--- config.mk ---
export PLATFORM = sky130hd
export DESIGN_NAME = bcd_scan_counter
export DESIGN_NICKNAME = d
export VERILOG_FILES = /design/src/rtl/bcd_scan_counter.sv
export SDC_FILE = /design/constraint.sdc
export NUM_CORES = 1
export LEC_CHECK = 0
export CORE_AREA = 2 2 109 122
export CTS_CLUSTER_DIAMETER = 200
export DETAILED_ROUTE_END_ITERATION = 12
export DIE_AREA = 0 0 111 124
export PLACE_DENSITY_LB_ADDON = 0.2
export SLEW_MARGIN = 40
export SYNTH_ARGS = -nofsm -noshare
export SYNTH_HDL_FRONTEND = slang
export SYNTH_SLANG_ARGS = --single-unit
--- constraint.sdc ---
create_clock -name clk -period 2.9 [get_ports clk]
set_input_delay 0.58 -clock clk [delete_from_list [all_inputs] [get_ports clk]]
set_output_delay 0.58 -clock clk [all_outputs]
set_load 0.005 [all_outputs]
--- src/rtl/bcd_scan_counter.sv ---
// -----------------------------------------------------------------------------
// bcd_scan_counter
//
// N-digit BCD up/down counter driving a multiplexed seven-segment display.
// Everything runs on clk. The count rate and the scan rate come from two
// free-running prescalers, each of which produces a one-cycle enable.
//
// Ports:
//   clk         system clock
//   rst         asynchronous reset, active-low
//   stop        1 = hold the count (load still works)
//   up          1 = increment, 0 = decrement
//   load        synchronous load strobe (has priority over counting)
//   load_value  BCD value to load, digit 0 at [3:0]; digits >9 load as 9
//   blank_lz    1 = blank leading zero digits (digit 0 is never blanked)
//   count       current BCD count (registered)
//   carry       one-cycle pulse after an up or down wrap
//   an          digit enables, active-low, one-hot-zero
//   seg         segments, active-low; [7:1]=a..g, [0]=dp (always 1)
// -----------------------------------------------------------------------------
module bcd_scan_counter #(
    parameter int DIGITS   = 8,
    parameter int SCAN_DIV = 2000,
    parameter int TICK_DIV = 10000000
) (
    input  logic                  clk,
    input  logic                  rst,
    input  logic                  stop,
    input  logic                  up,
    input  logic                  load,
    input  logic [4*DIGITS-1:0]   load_value,
    input  logic                  blank_lz,
    output logic [4*DIGITS-1:0]   count,
    output logic                  carry,
    output logic [DIGITS-1:0]     an,
    output logic [7:0]            seg
);

    localparam int TW = (TICK_DIV > 1) ? $clog2(TICK_DIV) : 1;
    localparam int SW = (SCAN_DIV > 1) ? $clog2(SCAN_DIV) : 1;
    localparam int IW = (DIGITS > 1) ? $clog2(DIGITS) : 1;

    localparam logic [TW-1:0] TICK_LAST = TW'(TICK_DIV - 1);
    localparam logic [SW-1:0] SCAN_LAST = SW'(SCAN_DIV - 1);
    localparam logic [IW-1:0] IDX_LAST  = IW'(DIGITS - 1);

    // -------------------------------------------------------------------------
    // Prescalers: free running, unaffected by stop or load.
    // -------------------------------------------------------------------------
    logic [TW-1:0] tick_cnt;
    logic [SW-1:0] scan_cnt;
    logic          tick;
    logic          scan_tick;

    assign tick      = (tick_cnt == TICK_LAST);
    assign scan_tick = (scan_cnt == SCAN_LAST);

    always_ff @(posedge clk or negedge rst) begin
        if (!rst) begin
            tick_cnt <= '0;
            scan_cnt <= '0;
        end else begin
            tick_cnt <= tick      ? '0 : tick_cnt + 1'b1;
            scan_cnt <= scan_tick ? '0 : scan_cnt + 1'b1;
        end
    end

    // -------------------------------------------------------------------------
    // Next-count candidates: saturated load, incremented, decremented.
    // The increment/decrement ripple across every digit in one cycle; the
    // final carry/borrow out of the top digit is the wrap indication.
    // -------------------------------------------------------------------------
    logic [4*DIGITS-1:0] load_sat;
    logic [4*DIGITS-1:0] count_inc;
    logic [4*DIGITS-1:0] count_dec;
    logic                wrap_up;
    logic                wrap_dn;

    always_comb begin : next_count
        logic [3:0] d;
        logic       c;
        logic       b;
        load_sat  = '0;
        count_inc = '0;
        count_dec = '0;
        c         = 1'b1;
        b         = 1'b1;
        for (int k = 0; k < DIGITS; k++) begin
            d = load_value[4*k +: 4];
            load_sat[4*k +: 4] = (d > 4'd9) ? 4'd9 : d;

            d = count[4*k +: 4];
            if (c) begin
                if (d >= 4'd9) begin
                    count_inc[4*k +: 4] = 4'd0;
                end else begin
                    count_inc[4*k +: 4] = d + 4'd1;
                    c = 1'b0;
                end
            end else begin
                count_inc[4*k +: 4] = d;
            end

            if (b) begin
                if (d == 4'd0) begin
                    count_dec[4*k +: 4] = 4'd9;
                end else begin
                    count_dec[4*k +: 4] = d - 4'd1;
                    b = 1'b0;
                end
            end else begin
                count_dec[4*k +: 4] = d;
            end
        end
        wrap_up = c;
        wrap_dn = b;
    end

    always_ff @(posedge clk or negedge rst) begin
        if (!rst) begin
            count <= '0;
            carry <= 1'b0;
        end else if (load) begin
            // Load wins over a coincident tick and suppresses any wrap pulse.
            count <= load_sat;
            carry <= 1'b0;
        end else if (tick && !stop) begin
            count <= up ? count_inc : count_dec;
            carry <= up ? wrap_up   : wrap_dn;
        end else begin
            carry <= 1'b0;
        end
    end

    // -------------------------------------------------------------------------
    // Scan driver.
    // scan_run is clear after reset so the very first scan tick lights digit 0
    // instead of advancing past it; afterwards idx steps 0..DIGITS-1 and wraps.
    // an and seg are both registered from the new index on the same edge.
    // -------------------------------------------------------------------------
    logic [IW-1:0]     idx;
    logic              scan_run;
    logic [IW-1:0]     next_idx;
    logic [DIGITS-1:0] lz;
    logic [DIGITS-1:0] an_next;
    logic [3:0]        sel_digit;
    logic              sel_blank;

    always_comb begin
        if (!scan_run || idx == IDX_LAST) begin
            next_idx = '0;
        end else begin
            next_idx = idx + 1'b1;
        end
    end

    // lz[k] = digits DIGITS-1..k are all zero.
    always_comb begin
        lz = '0;
        lz[DIGITS-1] = (count[4*(DIGITS-1) +: 4] == 4'd0);
        for (int k = DIGITS - 2; k >= 0; k--) begin
            lz[k] = lz[k+1] && (count[4*k +: 4] == 4'd0);
        end
    end

    always_comb begin
        an_next   = '1;
        sel_digit = 4'd0;
        sel_blank = 1'b0;
        for (int k = 0; k < DIGITS; k++) begin
            if (next_idx == IW'(k)) begin
                an_next[k] = 1'b0;
                sel_digit  = count[4*k +: 4];
                sel_blank  = blank_lz && (k != 0) && lz[k];
            end
        end
    end

    function automatic logic [7:0] glyph(input logic [3:0] d);
        case (d)
            4'd0:    glyph = 8'h03;
            4'd1:    glyph = 8'h9F;
            4'd2:    glyph = 8'h25;
            4'd3:    glyph = 8'h0D;
            4'd4:    glyph = 8'h99;
            4'd5:    glyph = 8'h49;
            4'd6:    glyph = 8'h41;
            4'd7:    glyph = 8'h1F;
            4'd8:    glyph = 8'h01;
            4'd9:    glyph = 8'h09;
            default: glyph = 8'hFF;
        endcase
    endfunction

    always_ff @(posedge clk or negedge rst) begin
        if (!rst) begin
            idx      <= '0;
            scan_run <= 1'b0;
            an       <= '1;
            seg      <= 8'hFF;
        end else if (scan_tick) begin
            idx      <= next_idx;
            scan_run <= 1'b1;
            an       <= an_next;
            seg      <= sel_blank ? 8'hFF : glyph(sel_digit);
        end
    end

endmodule

# [After elaboration in Yosys (flattened, before gate mapping)]
# Memories as Yosys holds them, arrays and structs flattened.
# Cells that the tools add are included.
[totals] ff_bits=88 latch_bits=0 ram_bits=0 romBits=112 in_bits=38 output_inout_bits=49 memories=1
[mem_list] memory="(no name shown)" depth=16 width=7 read_ports=1 rd_ports_with_merged_regs=0 write_ports=0 line="180" text="case (d)"
[classes] n_addsub=19 multipliers=0 div_mod_pow=0 magnitude_cmp=16 eq_ne=17 n_shift=0 n_mux=101 n_bitwise=0 n_reduce_logical=41
[ops] operator="$mux 4" n=46
[ops] operator="$mux 32" n=3
[ops] operator="$mux 1" n=48
[ops] operator="$add 4x1->4 const B" n=8
[ops] operator="$ge 4x4->1 const B" n=8
[ops] operator="$gt 4x4->1 const B" n=8
[ops] operator="$logic_not 4->1" n=8
[ops] operator="$sub 4x1->4 const B" n=8
[ops] operator="$add 24x1->24 const B" n=1
[ops] operator="$eq 24x24->1 const B" n=1
[ops] operator="$mux 24" n=1
[ops] operator="$ne 3x1->1 const B" n=7
[ops] operator="$reduce_and 3->1" n=7
[ops] operator="$reduce_bool 3->1" n=7
[ops] operator="$eq 3x3->1 const B" n=5
[ops] operator="$logic_and 1x1->1" n=14
[ops] operator="$add 11x1->11 const B" n=1
[ops] operator="$eq 11x11->1 const B" n=1
[ops] operator="$mux 11" n=1
[ops] operator="$mux 8" n=1
[ops] operator="$eq 3x2->1 const B" n=2
[ops] operator="$add 3x1->3 const B" n=1
[ops] operator="$eq 3x1->1 const B" n=1
[ops] operator="$logic_not 3->1" n=1
[ops] operator="other kinds (4)" n=5

# [Longest topological paths before layout]
[logic_depth] depth_word=16 depth_mapped=13

# [Least setup slack after synthesis]
# OpenSTA, ideal clock, no wires.
[synth_path] path_type="reg2reg" from="register idx[0]" to="register seg[2]" setup_ns=0.061 t_arrival_ns=2.985 required_ns=2.839 slack_ns=-0.146 path_stages_with_launch=14 n_path_buf=2 period_less_slack_ns=3.046 path_cell_list="dfrtp_1 -> ha_1 -> ha_1 -> clkbuf_1 -> clkbuf_1 -> nand3b_1 -> a21oi_1 -> nor4_1 -> a211oi_1 -> inv_1 -> ha_1 -> mux2_2 -> a21oi_1 -> o22a_1"
[synth_between] elab_chain_len=14
[synth_lines] item="from (decl)" line="141" text="logic [IW-1:0] idx;"
[synth_lines] item="from (signal assigned)" line="202" text="idx <= next_idx;"
[synth_lines] item="parallel branches: the longest is 2 deep, another holds $add 3x1->3"
[synth_lines] item="$mux 3 *" line="150" text="if (!scan_run || idx == IDX_LAST) begin"
[synth_lines] item="$logic_not 3->1" line="171" text="if (next_idx == IW'(k)) begin"
[synth_lines] item="$mux 4 (8 in series)" line="171"
[synth_lines] item="$mem_v2 16x7"
[synth_lines] item="$mux 8 *" line="205" text="seg <= sel_blank ? 8'hFF : glyph(sel_digit);"
[synth_lines] item="to (signal assigned)" line="205"
[synth_lines] item="to (decl)" line="36" text="output logic [7:0] seg"
# Mark *: on every way between the ends.
# A chain may end at the register's enable or synchronous reset.

# [Worst setup path after layout]
# Same ends and word-level chain as after synthesis.

==> flow_summary.toml <==
[clock_network]
cts.sinks = 87
cts_root_buf = "clkbuf_16"
cts_inserted_buffers = 9
ctsLongestPathBuffers = 2
htree_levels = 3
clkTransAtPathRegs_ns = 0.07
cts_hold_buf = 0
insertion_delay_ns = 0.36
cts_tree = "done"

[place]
gp_congestion = 0.918
port_buffers = 85
dpl_worst_slack_ns = -0.00761
hpwlAfterDp_um = 13200
numPlacedInstances = 978

[synthesis]
syn_avg_cell_area_um2 = 8.44
synth_cell_types = 75
synth-main-ff-cell = "dfrtp_1"
synth_fp_nets = 801
yosysSeqAreaShare_pct = 35.6
synth-edff-count = 0
synth_top_area_share_pct = 29.2
synth_cells = 730
yosys_warnings = 0
synth_seq_cells = 87
async_flop_share_pct = 100
netlist_area_um2 = 6160
synth_area_leaders = "dfrtp_1 (29%), ha_1 (6.7%), dfstp_2 (6.4%)"
yosysTopAreaCell = "dfrtp_1"

[worst_setup_path]
critical_path.startpoint = "idx[0]$_DFFE_PN0N_"
crit_required_ns = 3.19
r2r-end = "seg[2]$_DFFE_PN1N_"
crit_type = "register to register"
cp_max_fo = 10
reg2reg_depth = 8
crit_arrival_ns = 3.05
critPathCaptureType = "register"
reg2reg_from = "idx[0]$_DFFE_PN0N_"
setup.worst_path.end = "seg[2]$_DFFE_PN1N_"
reg2reg_slack_ns = 0.14
start_kind = "register"

[global_route]
grt_pass1_vias = 5854
grt_pass1_wl_um = 28900
grt-ovfl-total = 0
grt_max_degree = 49
grt_use_total_pct = 26.0
antenna_found_initial = 0

[final_layout]
fillers = 1072
instances_no_fill = 994
drive_gt1_share_pct = 11.6
nets = 903
utilization_pct = 62.1
area_delta_synth_final_pct = 25.3
diodes = 0

[status]
status = "finished clean"

[sta]
fin_skew_ns = 0.0110
rsz0062_at_grt = "no"
max_clock_freq_mhz = 363
worst_slew_pin_slew_ns = 0.680
min_period_over_period_pct = 95.1
finalWorstSetupSlack_ns = 0.142
hold_viol_final = 0
min_period_ns = 2.76
fin_tns_setup_ns = 0
setup_viol = 0
slew_headroom_pct = 54.2
slew_viol_final = 0

[floorplanning]
rows = 43
num_io_pins = 87
die_w_um = 111
dieArea_um2 = 13800
initial_core_util_pct = 49.6
die_h_um = 124
core-area_um2 = 12400

[route]
dr.pass1.iters = 7
wl_per_cell_um = 17.7
ant_nets = 0
drt-total-wl_um = 17600
vias = 6048
drtIter0Drc = 421
drc_errors = 0
via_per_inst = 6.08

[pwr]
p_sw_uw = 1270
swShare_pct = 32.8
pwr-share-seq_pct = 37.5
combPwrFrac_pct = 29.3
clkPwrFrac_pct = 33.2
peakVddDrop_v = 0.000494
p_int_uw = 2600
leakage_uw = 0.00320
power_density_nw_per_um2 = 500

[min_path]
hold_path_class = "input port to async pin"

[run]
cap_violations = 0
==> cell usage after synthesis, drive strengths merged, types with 10 or more instances <==
master,count
nor3b,10
clkbuf,28
a21oi,51
mux2i,11
nor3,15
inv,31
dfrtp,72
nand2,55
dfstp,15
xor2,20
nand2b,19
nor2,78
ha,33
xnor2,15
nand3,32
o21ai,65
and3,12
a31oi,15
a221oi,11
==> power groups by stage <==
stage	sequential, uW	clock, uW	combinational [uW]
floorplan	1420	0	645
global placement	1460	0	1090
detailed placement	1460	0	1110
CTS	1440	1300	1120
global route	1460	1350	1250
finish	1450	1280	1130
==> final cells by class <==
class	count	area, um^2	share of cell area, %
clock buffers	10	229	2.97
clock inverters	6	95.1	1.23
inverters	31	116	1.51
multi-input cells	579	3730	48.4
flip-flops and latches	87	2200	28.5
well taps	157	196	2.54
repair buffers	124	1150	14.9
==> critical path, cell delays in order (launching register included) <==
cell and delay [ns]:
dfrtp_1 0.39, ha_1 0.41, nor2b_1 0.47, a22o_1 0.27, o21ai_0 0.09, a221o_2 0.47
mux2_2 0.30, a21oi_1 0.16, o22a_1 0.15
==> sequential cells by signal, indices dropped and copies added (netlist names) <==
name / cells
carry: 1
scan_run: 1
an: 8
count: 32
scan_cnt: 11
seg: 7
idx: 3
tick_cnt: 24
==> what timing repair did <==
item | 4_1_cts | 5_1_grt
gates resized for setup | 1 | 6
pin swaps | 0 | 1
endpoints found under the setup margin | 1 | 19
buffers inserted | 0 | 0
==> cells in the final DEF, fill, tap and decap left out, types with 15 or more instances in the layout <==
| cell | Yosys | routed |
|---|---|---|
| a21oi_1 | 50 | 50 |
| a31oi_1 | 15 | 15 |
| buf_4 | 1 | 39 |
| clkdlybuf4s50_1 | 0 | 84 |
| dfrtp_1 | 72 | 71 |
| dfstp_2 | 15 | 15 |
| ha_1 | 33 | 32 |
| inv_1 | 30 | 30 |
| nand2_1 | 55 | 55 |
| nand2b_1 | 19 | 19 |
| nand3_1 | 32 | 32 |
| nor2_1 | 77 | 77 |
| nor3_1 | 15 | 15 |
| o21ai_0 | 64 | 64 |
| xnor2_1 | 15 | 15 |
| xor2_1 | 20 | 20 |
==> per-stage QoR <==
step / total power (uW) / cell area [um^2] / hold slack (ns)
2_1_floorplan: 2060 / 6170 / 0.284
3_3_place_gp: 2550 / 7370 / 0.468
3_5_place_dp: 2570 / 7370 / 0.480
4_1_cts: 3860 / 7700 / 0.233
5_1_grt: 4060 / 7720 / 0.255
6_report: 3860 / 7720 / 0.204
==> logic make-up (layout without fill, tap and decap cells) <==
logic type | after synthesis | in the layout | synth area share [%]
AOI/OAI and AO/OA | 220 | 220 | 23.0
xor gates and xnor gates | 35 | 35 | 4.97
buffers and inverters | 64 | 171 | 4.32
adders and majority gates | 33 | 33 | 6.70
muxes | 14 | 14 | 2.34
other | 1 | 1 | 0.0609
DFF | 87 | 87 | 35.6
and+or+nand+nor | 276 | 276 | 22.9
==> layer usage <==
metal,global-route usage [%],routed length [um],up-vias
met5,0,0,-
met4,11.1,436,0
met3,4.28,992,41
met2,45.0,8580,225
met1,32.6,7560,2921
li1,-,-,2861
==> worst min-delay path by stage <==
stage / start / slack, ns / to
2_1_floorplan: rst / 0.28 / carry$_DFF_PN0_
3_3_place_gp: scan_cnt[10]$_DFF_PN0_ / 0.47 / scan_cnt[10]$_DFF_PN0_
3_5_place_dp: idx[1]$_DFFE_PN0N_ / 0.48 / idx[1]$_DFFE_PN0N_
4_1_cts: rst / 0.23 / count[13]$_DFFE_PN0P_
5_1_grt: rst / 0.25 / count[13]$_DFFE_PN0P_
6_report: rst / 0.20 / scan_cnt[6]$_DFF_PN0_
Note: power is estimated with default switching activity, not from simulation.
